<file path="config.mk">
export PLATFORM = sky130hd
export DESIGN_NAME = pll_phase_ctrl
export DESIGN_NICKNAME = d
export VERILOG_FILES = /design/src/rtl/pll_ctrl_pkg.sv /design/src/rtl/pll_lock_filter.sv /design/src/rtl/pll_phase_ctrl.sv
export SDC_FILE = /design/constraint.sdc
export NUM_CORES = 1
export LEC_CHECK = 0
export BUFFER_PORTS_ARGS = -buffer_cell sky130_fd_sc_hd__clkbuf_2
export CORE_MARGIN = 1
export CORE_UTILIZATION = 58
export DETAILED_ROUTE_END_ITERATION = 10
export GPL_TIMING_DRIVEN = 1
export PLACE_DENSITY = 0.88
export SKIP_CTS_REPAIR_TIMING = 1
export SLEW_MARGIN = 20
export SYNTH_ARGS = -nofsm -noshare
export SYNTH_HDL_FRONTEND = slang
export SYNTH_SLANG_ARGS = --single-unit
</file>
<file path="constraint.sdc">
create_clock -name i_clk -period 3 [get_ports i_clk]
set_input_delay 0.15 -clock i_clk [delete_from_list [all_inputs] [get_ports i_clk]]
set_output_delay 0.15 -clock i_clk [all_outputs]
set_load 0.1 [all_outputs]
</file>
<file path="src/rtl/pll_ctrl_pkg.sv">
// Shared state encoding and PHASESEL/PHASEDIR codes for the ECP5 PLL phase controller.
package pll_ctrl_pkg;

    typedef enum logic [2:0] {
        RESET_PLL,
        WAIT_LOCK,
        IDLE,
        SETUP,
        STEP_HI,
        STEP_LO,
        DONE
    } pll_state_t;

    localparam logic [1:0] CH_CLKOS  = 2'd0;
    localparam logic [1:0] CH_CLKOS2 = 2'd1;
    localparam logic [1:0] CH_CLKOS3 = 2'd2;
    localparam logic [1:0] CH_CLKOP  = 2'd3;

    localparam logic DIR_ADV = 1'b1;
    localparam logic DIR_DLY = 1'b0;

    function automatic int max4(input int a, input int b, input int c, input int d);
        int m;
        m = a;
        if (b > m) m = b;
        if (c > m) m = c;
        if (d > m) m = d;
        return m;
    endfunction

endpackage

</file>
<file path="src/rtl/pll_lock_filter.sv">
// LOCK stability filter: strobes o_locked on the LOCK_FILT-th consecutive high sample,
// and o_timeout once LOCK_TIMEOUT cycles have passed since i_clr was released.
module pll_lock_filter #(
    parameter int LOCK_FILT    = 1024,
    parameter int LOCK_TIMEOUT = 65536
) (
    input  logic i_clk,
    input  logic i_rst_n,
    input  logic i_clr,
    input  logic i_lock,
    output logic o_locked,
    output logic o_timeout
);

    localparam int LW = $clog2(LOCK_FILT + 1);
    localparam int TW = $clog2(LOCK_TIMEOUT + 1);

    logic [LW-1:0] lock_cnt;
    logic [TW-1:0] wait_cnt;

    always_ff @(posedge i_clk) begin
        if (!i_rst_n || i_clr) begin
            lock_cnt <= '0;
            wait_cnt <= '0;
        end else begin
            lock_cnt <= i_lock ? lock_cnt + LW'(1) : '0;
            wait_cnt <= wait_cnt + TW'(1);
        end
    end

    // Strobes describe the edge being sampled now, so the owner can react on it.
    assign o_locked  = !i_clr && i_lock && (lock_cnt == LW'(LOCK_FILT - 1));
    assign o_timeout = !i_clr && (wait_cnt == TW'(LOCK_TIMEOUT - 1));

endmodule

</file>
<file path="src/rtl/pll_phase_ctrl.sv">
// EHXPLLL manager: PLL reset sequencing, lock qualification with retry, and
// dynamic phase-step execution with per-channel position tracking.
module pll_phase_ctrl
    import pll_ctrl_pkg::*;
#(
    parameter int N_CH         = 4,
    parameter int STEP_W       = 8,
    parameter int POS_W        = 8,
    parameter int RST_CYC      = 16,
    parameter int LOCK_FILT    = 1024,
    parameter int LOCK_TIMEOUT = 65536,
    parameter int SETUP_CYC    = 2,
    parameter int PULSE_CYC    = 2,
    parameter int GAP_CYC      = 4
) (
    input  logic                   i_clk,
    input  logic                   i_rst_n,
    input  logic                   i_pll_lock,
    input  logic                   i_req_valid,
    output logic                   o_req_ready,
    input  logic [1:0]             i_req_ch,
    input  logic                   i_req_dir,
    input  logic [STEP_W-1:0]      i_req_steps,
    output logic                   o_pll_rst,
    output logic [1:0]             o_phasesel,
    output logic                   o_phasedir,
    output logic                   o_phasestep,
    output logic                   o_locked,
    output logic                   o_busy,
    output logic                   o_done,
    output logic                   o_err,
    output logic [N_CH*POS_W-1:0]  o_phase_pos
);

    localparam int CW = $clog2(max4(RST_CYC, SETUP_CYC, PULSE_CYC, GAP_CYC) + 1);
    localparam logic [CW-1:0] RST_LAST   = CW'(RST_CYC - 1);
    localparam logic [CW-1:0] SETUP_LAST = CW'(SETUP_CYC - 1);
    localparam logic [CW-1:0] PULSE_LAST = CW'(PULSE_CYC - 1);
    localparam logic [CW-1:0] GAP_LAST   = CW'(GAP_CYC - 1);

    pll_state_t state, state_n;
    logic [CW-1:0] cnt, cnt_n;
    logic [1:0] ch_q, ch_n;
    logic dir_q, dir_n;
    logic [STEP_W-1:0] left_q, left_n;
    logic [N_CH*POS_W-1:0] pos_q, pos_n;
    logic pll_rst_d, sel_dir_d, step_d, locked_d, busy_d, done_d, err_d;
    logic [1:0] sel_d;
    logic abort_req;
    logic filt_clr, filt_locked, filt_timeout;

    assign filt_clr = (state != WAIT_LOCK);

    pll_lock_filter #(
        .LOCK_FILT    (LOCK_FILT),
        .LOCK_TIMEOUT (LOCK_TIMEOUT)
    ) u_lock_filter (
        .i_clk     (i_clk),
        .i_rst_n   (i_rst_n),
        .i_clr     (filt_clr),
        .i_lock    (i_pll_lock),
        .o_locked  (filt_locked),
        .o_timeout (filt_timeout)
    );

    always_comb begin
        state_n   = state;
        cnt_n     = cnt + CW'(1);
        ch_n      = ch_q;
        dir_n     = dir_q;
        left_n    = left_q;
        pos_n     = pos_q;
        locked_d  = o_locked;
        err_d     = o_err;
        sel_d     = o_phasesel;
        sel_dir_d = o_phasedir;
        abort_req = 1'b0;

        case (state)
            RESET_PLL: begin
                if (cnt == RST_LAST) begin
                    state_n = WAIT_LOCK;
                    cnt_n   = '0;
                end
            end
            WAIT_LOCK: begin
                if (filt_locked) begin
                    locked_d = 1'b1;
                    state_n  = IDLE;
                end else if (filt_timeout) begin
                    state_n = RESET_PLL;
                    cnt_n   = '0;
                end
            end
            IDLE: begin
                cnt_n = '0;
                // A request is always latched on accept, even if lock is lost on the same edge.
                if (i_req_valid) begin
                    ch_n   = i_req_ch;
                    dir_n  = i_req_dir;
                    left_n = i_req_steps;
                    err_d  = 1'b0;
                    if (!i_pll_lock) begin
                        err_d    = 1'b1;
                        locked_d = 1'b0;
                        state_n  = WAIT_LOCK;
                    end else if (int'(i_req_ch) >= N_CH) begin
                        err_d   = 1'b1;
                        state_n = DONE;
                    end else begin
                        sel_d     = i_req_ch;
                        sel_dir_d = i_req_dir;
                        state_n   = SETUP;
                    end
                end else if (!i_pll_lock) begin
                    locked_d = 1'b0;
                    state_n  = WAIT_LOCK;
                end
            end
            SETUP: begin
                if (!i_pll_lock) begin
                    abort_req = 1'b1;
                end else if (cnt == SETUP_LAST) begin
                    cnt_n   = '0;
                    state_n = (left_q == '0) ? DONE : STEP_HI;
                end
            end
            STEP_HI: begin
                if (!i_pll_lock) begin
                    abort_req = 1'b1;
                end else if (cnt == PULSE_LAST) begin
                    cnt_n   = '0;
                    state_n = STEP_LO;
                    left_n  = left_q - STEP_W'(1);
                    for (int k = 0; k < N_CH; k++) begin
                        if (ch_q == 2'(k)) begin
                            pos_n[k*POS_W +: POS_W] = (dir_q == DIR_ADV)
                                ? pos_q[k*POS_W +: POS_W] + POS_W'(1)
                                : pos_q[k*POS_W +: POS_W] - POS_W'(1);
                        end
                    end
                end
            end
            STEP_LO: begin
                if (!i_pll_lock) begin
                    abort_req = 1'b1;
                end else if (cnt == GAP_LAST) begin
                    cnt_n   = '0;
                    state_n = (left_q == '0) ? DONE : STEP_HI;
                end
            end
            DONE: begin
                state_n = IDLE;
            end
            default: begin
                state_n = RESET_PLL;
                cnt_n   = '0;
            end
        endcase

        if (abort_req) begin
            err_d    = 1'b1;
            locked_d = 1'b0;
            state_n  = WAIT_LOCK;
        end

        if (state_n == RESET_PLL) begin
            pos_n = '0;
        end

        pll_rst_d = (state_n == RESET_PLL);
        step_d    = (state_n == STEP_HI);
        done_d    = (state_n == DONE);
        busy_d    = state_n inside {SETUP, STEP_HI, STEP_LO, DONE};
    end

    always_ff @(posedge i_clk) begin
        if (!i_rst_n) begin
            state       <= RESET_PLL;
            cnt         <= '0;
            ch_q        <= '0;
            dir_q       <= 1'b0;
            left_q      <= '0;
            pos_q       <= '0;
            o_pll_rst   <= 1'b1;
            o_phasesel  <= CH_CLKOS;
            o_phasedir  <= 1'b0;
            o_phasestep <= 1'b0;
            o_locked    <= 1'b0;
            o_busy      <= 1'b0;
            o_done      <= 1'b0;
            o_err       <= 1'b0;
        end else begin
            state       <= state_n;
            cnt         <= cnt_n;
            ch_q        <= ch_n;
            dir_q       <= dir_n;
            left_q      <= left_n;
            pos_q       <= pos_n;
            o_pll_rst   <= pll_rst_d;
            o_phasesel  <= sel_d;
            o_phasedir  <= sel_dir_d;
            o_phasestep <= step_d;
            o_locked    <= locked_d;
            o_busy      <= busy_d;
            o_done      <= done_d;
            o_err       <= err_d;
        end
    end

    assign o_req_ready = (state == IDLE);
    assign o_phase_pos = pos_q;

endmodule

</file>
### Word-level counts from Yosys, hierarchy flattened

Cells that the tools add are included.

| word-level totals | value |
|---|---|
| register bits | 88 |
| bits in latches | 0 |
| bits in writable memories | 0 |
| ROM bits | 0 |
| bits of input ports | 15 |
| logic and storage cells | 125 |
| memories | 0 |

| operators by class | value |
|---|---|
| add/subtract/negate cells | 12 |
| multipliers | 0 |
| divide/modulo/power cells | 0 |
| magnitude comparators | 0 |
| equal/unequal tests | 24 |
| shifts and indexed selects | 0 |
| multiplexer cells | 39 |
| bitwise gates (word level) | 2 |
| reduce and logical (&&, ||, !) cells | 29 |

Operators by type and width:

| cell | count |
|---|---|
| $mux W8 | 7 |
| $sub A8 B1 Y8 const B | 5 |
| $mux W3 | 12 |
| $mux W5 | 7 |
| $add A8 B1 Y8 const B | 4 |
| $pmux W5 S5 | 1 |
| $pmux W3 S7 | 1 |
| $reduce_and A4 Y1 | 5 |
| $eq A3 B3 Y1 const B | 6 |
| $add A17 B1 Y17 const B | 1 |
| $eq A17 B16 Y1 const B | 1 |
| $pmux W8 S2 | 1 |
| $add A11 B1 Y11 const B | 1 |
| $eq A11 B10 Y1 const B | 1 |
| $ne A2 B2 Y1 const B | 5 |
| $eq A3 B2 Y1 const B | 3 |
| $logic_not A8 Y1 | 1 |
| $reduce_bool A2 Y1 | 4 |
| $reduce_or A2 Y1 | 4 |
| $mux W1 | 7 |
| $logic_not A3 Y1 | 2 |
| $reduce_and A3 Y1 | 2 |
| $add A5 B1 Y5 const B | 1 |
| $eq A5 B1 Y1 const B | 1 |
| 16 further kinds | 23 |

### Longest topological paths before layout

| depth | value |
|---|---|
| word-level depth | 9 |
| depth in mapped cells | 11 |
| mapped depth without buffers | 10 |

### Modules after synthesis

A second synthesis with hierarchy kept.

| second synthesis, totals | value |
|---|---|
| cells, all modules | 646 |
| area, all modules | 5303.8 um^2 |

By module, submodules not included:

| module | times used | cells each | area each (um^2) |
|---|---|---|---|
| pll_phase_ctrl | 1 | 515 | 4119.0 |
| pll_lock_filter | 1 | 131 | 1184.9 |

### Worst setup path before layout

No wires, ideal clock.

| path | value |
|---|---|
| path type | register to register |
| from | reg pos_q[9], in the netlist o_phase_pos[9] |
| to | reg pos_q[15], in the netlist o_phase_pos[15] |
| library setup time | 0.067 ns |
| arrival | 2.648 ns |
| setup slack | 0.285 ns |
| stages on the path, launching flop included | 8 |
| path buffers | 0 |
| period minus slack after synthesis | 2.715 ns |
| path through | dfxtp_1 > ha_1 > a21oi_1 > nor2_1 > o41ai_1 > a21oi_1 > or4_1 > a21oi_2 |

| between the ends | value |
|---|---|
| cells in the longest elaborated chain, start to end | 2 |
| elaborated cells on any way between the ends | 3 |
| classes of those cells | 2 x add/sub; 1 x mux |

RTL lines:

| element | RTL line | source |
|---|---|---|
| start, declared | pll_phase_ctrl.sv:46 | `logic [N_CH*POS_W-1:0] pos_q, pos_n;` |
| start signal, assigned | pll_phase_ctrl.sv:199 | `pos_q <= pos_n;` |
| $sub A8 B1 Y8 / $add A8 B1 Y8 (equally long branches) | pll_phase_ctrl.sv:139, pll_phase_ctrl.sv:138 |  |
| $mux W8 (*) | pll_phase_ctrl.sv:138 | `? pos_q[k*POS_W +: POS_W] + POS_W'(1)` |

Mark *: on every way between the ends. The rest lies on a longest branch, timed or not.
A chain may end at the register's enable or synchronous reset.

### Final worst setup path

| path | value |
|---|---|
| from | reg cnt[1] |
| to | reg pos_q[16], in the netlist o_phase_pos[16] |

| between the ends | value |
|---|---|
| cells in the longest elaborated chain, start to end | 7 |
| elaborated cells on any way between the ends | 15 |
| classes of those cells | 3 x eq/ne; 9 x mux; 3 x reduce/logical |

RTL lines:

| element | RTL line | source |
|---|---|---|
| start, declared | pll_phase_ctrl.sv:42 | `logic [CW-1:0] cnt, cnt_n;` |
| start signal, assigned | pll_phase_ctrl.sv:195 | `cnt <= cnt_n;` |
| $eq A5 B2 Y1 / $eq A5 B1 Y1 (equally long branches) | pll_phase_ctrl.sv:147, pll_phase_ctrl.sv:123, pll_phase_ctrl.sv:131 |  |
| $mux W3, on equally long branches | pll_phase_ctrl.sv:147, pll_phase_ctrl.sv:123, pll_phase_ctrl.sv:131 |  |
| $mux W3, on equally long branches | pll_phase_ctrl.sv:145, pll_phase_ctrl.sv:121, pll_phase_ctrl.sv:129 |  |
| $pmux W3 S7 | pll_phase_ctrl.sv:79 | `case (state)` |
| $mux W3 | pll_phase_ctrl.sv:161 | `if (abort_req) begin` |
| $logic_not A3 Y1 | pll_phase_ctrl.sv:167 | `if (state_n == RESET_PLL) begin` |
| $reduce_or A2 Y1 (no source line) | n/a |  |

Several ways; a longest one is shown, not always the timed one.

==> out/qor.yml <==
clock_tree:
  tritoncts: "built"
  cts.sink_count: 88
  root_buffer: "clkbuf_8"
  cts.clk_slew.worst_paths_ns: 0.09
  htree_num_levels: 3
  clock_latency_ns: 0.37
  clockBufferDepth: 2
  numCtsBuffers: 9
timing:
  drv_slew: 0
  fin_skew_ns: 0.0136
  worst_slew_pin_slew_ns: 0.552
  fin_crit_ns: 2.77
  clock.fmax_ghz: 0.362
  finalSetupViolCount: 0
  finalCritPeriodShare: 0.922
  rsz0062_at_grt: "no"
  setup-tns-final_ns: 0
  relSlewSlack: 0.631
  hold_slack_ns: 0.0503
  finalHoldViolations: 0
global_route:
  grt_pass1_wl_microns: 18300
  grt_max_degree: 26
  grt_pass1_vias: 4180
  track_usage: 0.257
  grt_overflow: 0
  antenna_found_initial: 0
layout:
  final_core_util: 0.692
  antennaDiodeCount: 0
  drive_gt1_frac: 0.183
  layout.nets: 712
  final_cell_mix: "92 x nor2_1, 88 x dfxtp_1, 56 x clkbuf_2"
  multiInputGateArea_sq_mm: 0.00299
  synthToLayoutAreaGrowth_pct: 14.9
  fill_cells: 642
  layout.cells.most_common: "nor2_1"
  seq_area_sq_mm: 0.00176
floorplanning:
  rows: 33
  die_area_sq_mm: 0.00891
  coreArea_sq_mm: 0.00822
  initial_core_util: 0.602
  die_x_microns: 94.4
  die_height_microns: 94.4
  ios: 57
worst_setup_path:
  cpMostUsedCell: "ha_1"
  r2r_start: "cnt[1]"
  critPathRequiredTime_ns: 3.25
  cp.arrival_ns: 3.02
  crit_slowest_cell: "nor3_4"
  cp_top_family: "simple AND/OR/NAND/NOR gates"
  critPathCaptureType: "flop"
  worst_setup_path_start_kind: "flop"
  crit_chain: "ha_1 > nand3_1 > inv_1 > ha_1 > or4b_2 > o221ai_1 > nor4b_2 > o32ai_1 > nor3_4 > buf_8 > buf_4 > nor2_1"
  rrSetupSlack_ns: 0.23
  r2r_cells: 12
  crit_fanout: 16
  cp_slowest_stage_delay_ns: 0.41
  critPathBufInv: 3
  r2r_end: "o_phase_pos[16]"
  path_class: "flop to flop"
synthesis:
  ys_seq_area_frac: 0.356
  synth-edff-count: 0
  ys.flop_type: "dfxtp_1"
  ys_types: 60
  ys_ff_latch: 88
  async_flop_share: 0
  syn_nets: 641
  yosysWarnings: 0
  synthCells: 589
  syn-cell-area_sq_mm: 0.00495
  avgSynthCellArea_sq_um: 8.40
place:
  dpl.hpwl_microns: 8020
  finalWeightedCongestion: 0.897
  io_buffer_count: 56
route:
  ant_nets: 0
  vias: 4435
  detail_route.iter0.violations: 228
  wl_microns: 10900
  drcViolationCount: 0
  dr.pass1.iters: 5
  avgRoutedWirePerCell_microns: 14.1
  avgViaCountPerCell: 5.76
power:
  power_leakage_uw: 0.00224
  finalPower_uw: 2160
  ir_drop_uv: 282
  cellPowerDensity_mw_per_mm2: 379
job:
  drv_cap: 0
worst_hold_path:
  whs_endpoint: "o_phasesel[0]"
  min-delay-start: "i_req_ch[0]"
  hold_path_class: "input port to flop"
  whs_path_depth: 3
outcome:
  status: "finished clean"
cell families after synthesis:
kind of cell	synth area share
AO/OA/AOI/OAI	0.178
XOR/XNOR	0.0779
adder cells (fa/ha/maj)	0.0996
buffers and inverters	0.0402
flip-flops	0.356
multiplexers	0.0142
AND/OR/NAND/NOR	0.234
flip-flops by register name, summed over array words and instances (netlist names), 2 cells and up:
| signal | cells |
|---|---|
| u_lock_filter.wait_cnt | 17 |
| left_q | 8 |
| o_phasesel | 2 |
| ch_q | 2 |
| u_lock_filter.lock_cnt | 11 |
| state | 3 |
| o_phase_pos | 32 |
| cnt | 5 |
report_power, final:
part           total [uW]  switching, uW  internal [uW]
Clock                 929            451            479
Combinational        53.7           29.9           23.8
Sequential           1170           3.41           1170
Total                2160            484           1670
synthesized netlist by cell type, types with 2 or more instances:
master    number  area (sq um)
ha_1          33           413
or3_1          6          37.5
clkbuf_1      15          56.3
nor2_1        92           345
a21oi_1       39           195
fa_1           4          80.1
nand3_1       25           125
nor3_1        17          85.1
o211ai_1       3          22.5
o21bai_1       5          37.5
a22oi_1        3          22.5
a211oi_1      11          82.6
o21a_1         7          52.6
o41ai_1        3          26.3
nor4_2         2          25.0
nor4_1         2          12.5
nand4b_1       2          17.5
a211o_1        3          26.3
mux2i_1        7          70.1
dfxtp_1       88          1760
a31oi_1        4          25.0
nor2b_1        8          50.1
buf_6          3          33.8
xnor2_1       30           263
a21oi_2       13           114
a31o_1         2          17.5
or4_1          4          30.0
and3_1         8          50.1
xor2_1        14           123
nand2b_1       9          56.3
inv_1         23          86.3
a21o_1         7          52.6
buf_2          3          15.0
and2_1         3          18.8
nand2_1       39           146
nand4_1        8          50.1
o21ai_0       21           105
worst min-delay path: stages:
cell	delay (ns)
clkbuf_2	0.10
nand3_1	0.06
a21oi_1	0.06
layer usage:
metal  GRT usage  vias up  share of wire
met4       0.108        0          0.015
met3      0.0411       20          0.056
met2       0.455      136           0.50
li1            -     2212              -
met1       0.308     2067           0.43
met5           0        -              0
how the worst max path moves through the flow:
stage	slack, ns	endpoint	from	cells past startpoint
floorplan	0.28	o_phase_pos[15]	o_phase_pos[9]	7
global placement	0.03	o_phase_pos[16]	cnt[0]	11
detailed placement	-0.09	o_phase_pos[16]	cnt[1]	11
CTS	-0.15	o_phase_pos[16]	cnt[1]	11
global route	0.04	o_phase_pos[16]	cnt[1]	12
finish	0.23	o_phase_pos[16]	cnt[1]	12
through the flow:
step / instances / instance area (sq um) / worst slack, ns
global route: 770 / 5690 / 0.0422
floorplan: 589 / 4950 / 0.285
CTS: 769 / 5670 / -0.151
detailed placement: 753 / 5450 / -0.0906
global placement: 753 / 5450 / 0.0276
finish: 770 / 5690 / 0.234
final cells by class:
cell class	count	share of cell area
multi-input cells	455	0.526
flip-flops and latches	88	0.310
repair buffers	82	0.0849
well taps	105	0.0231
clock buffers	9	0.0218
clock inverters	7	0.0183
inverters	24	0.0158
(Power assumes the default switching activity.)
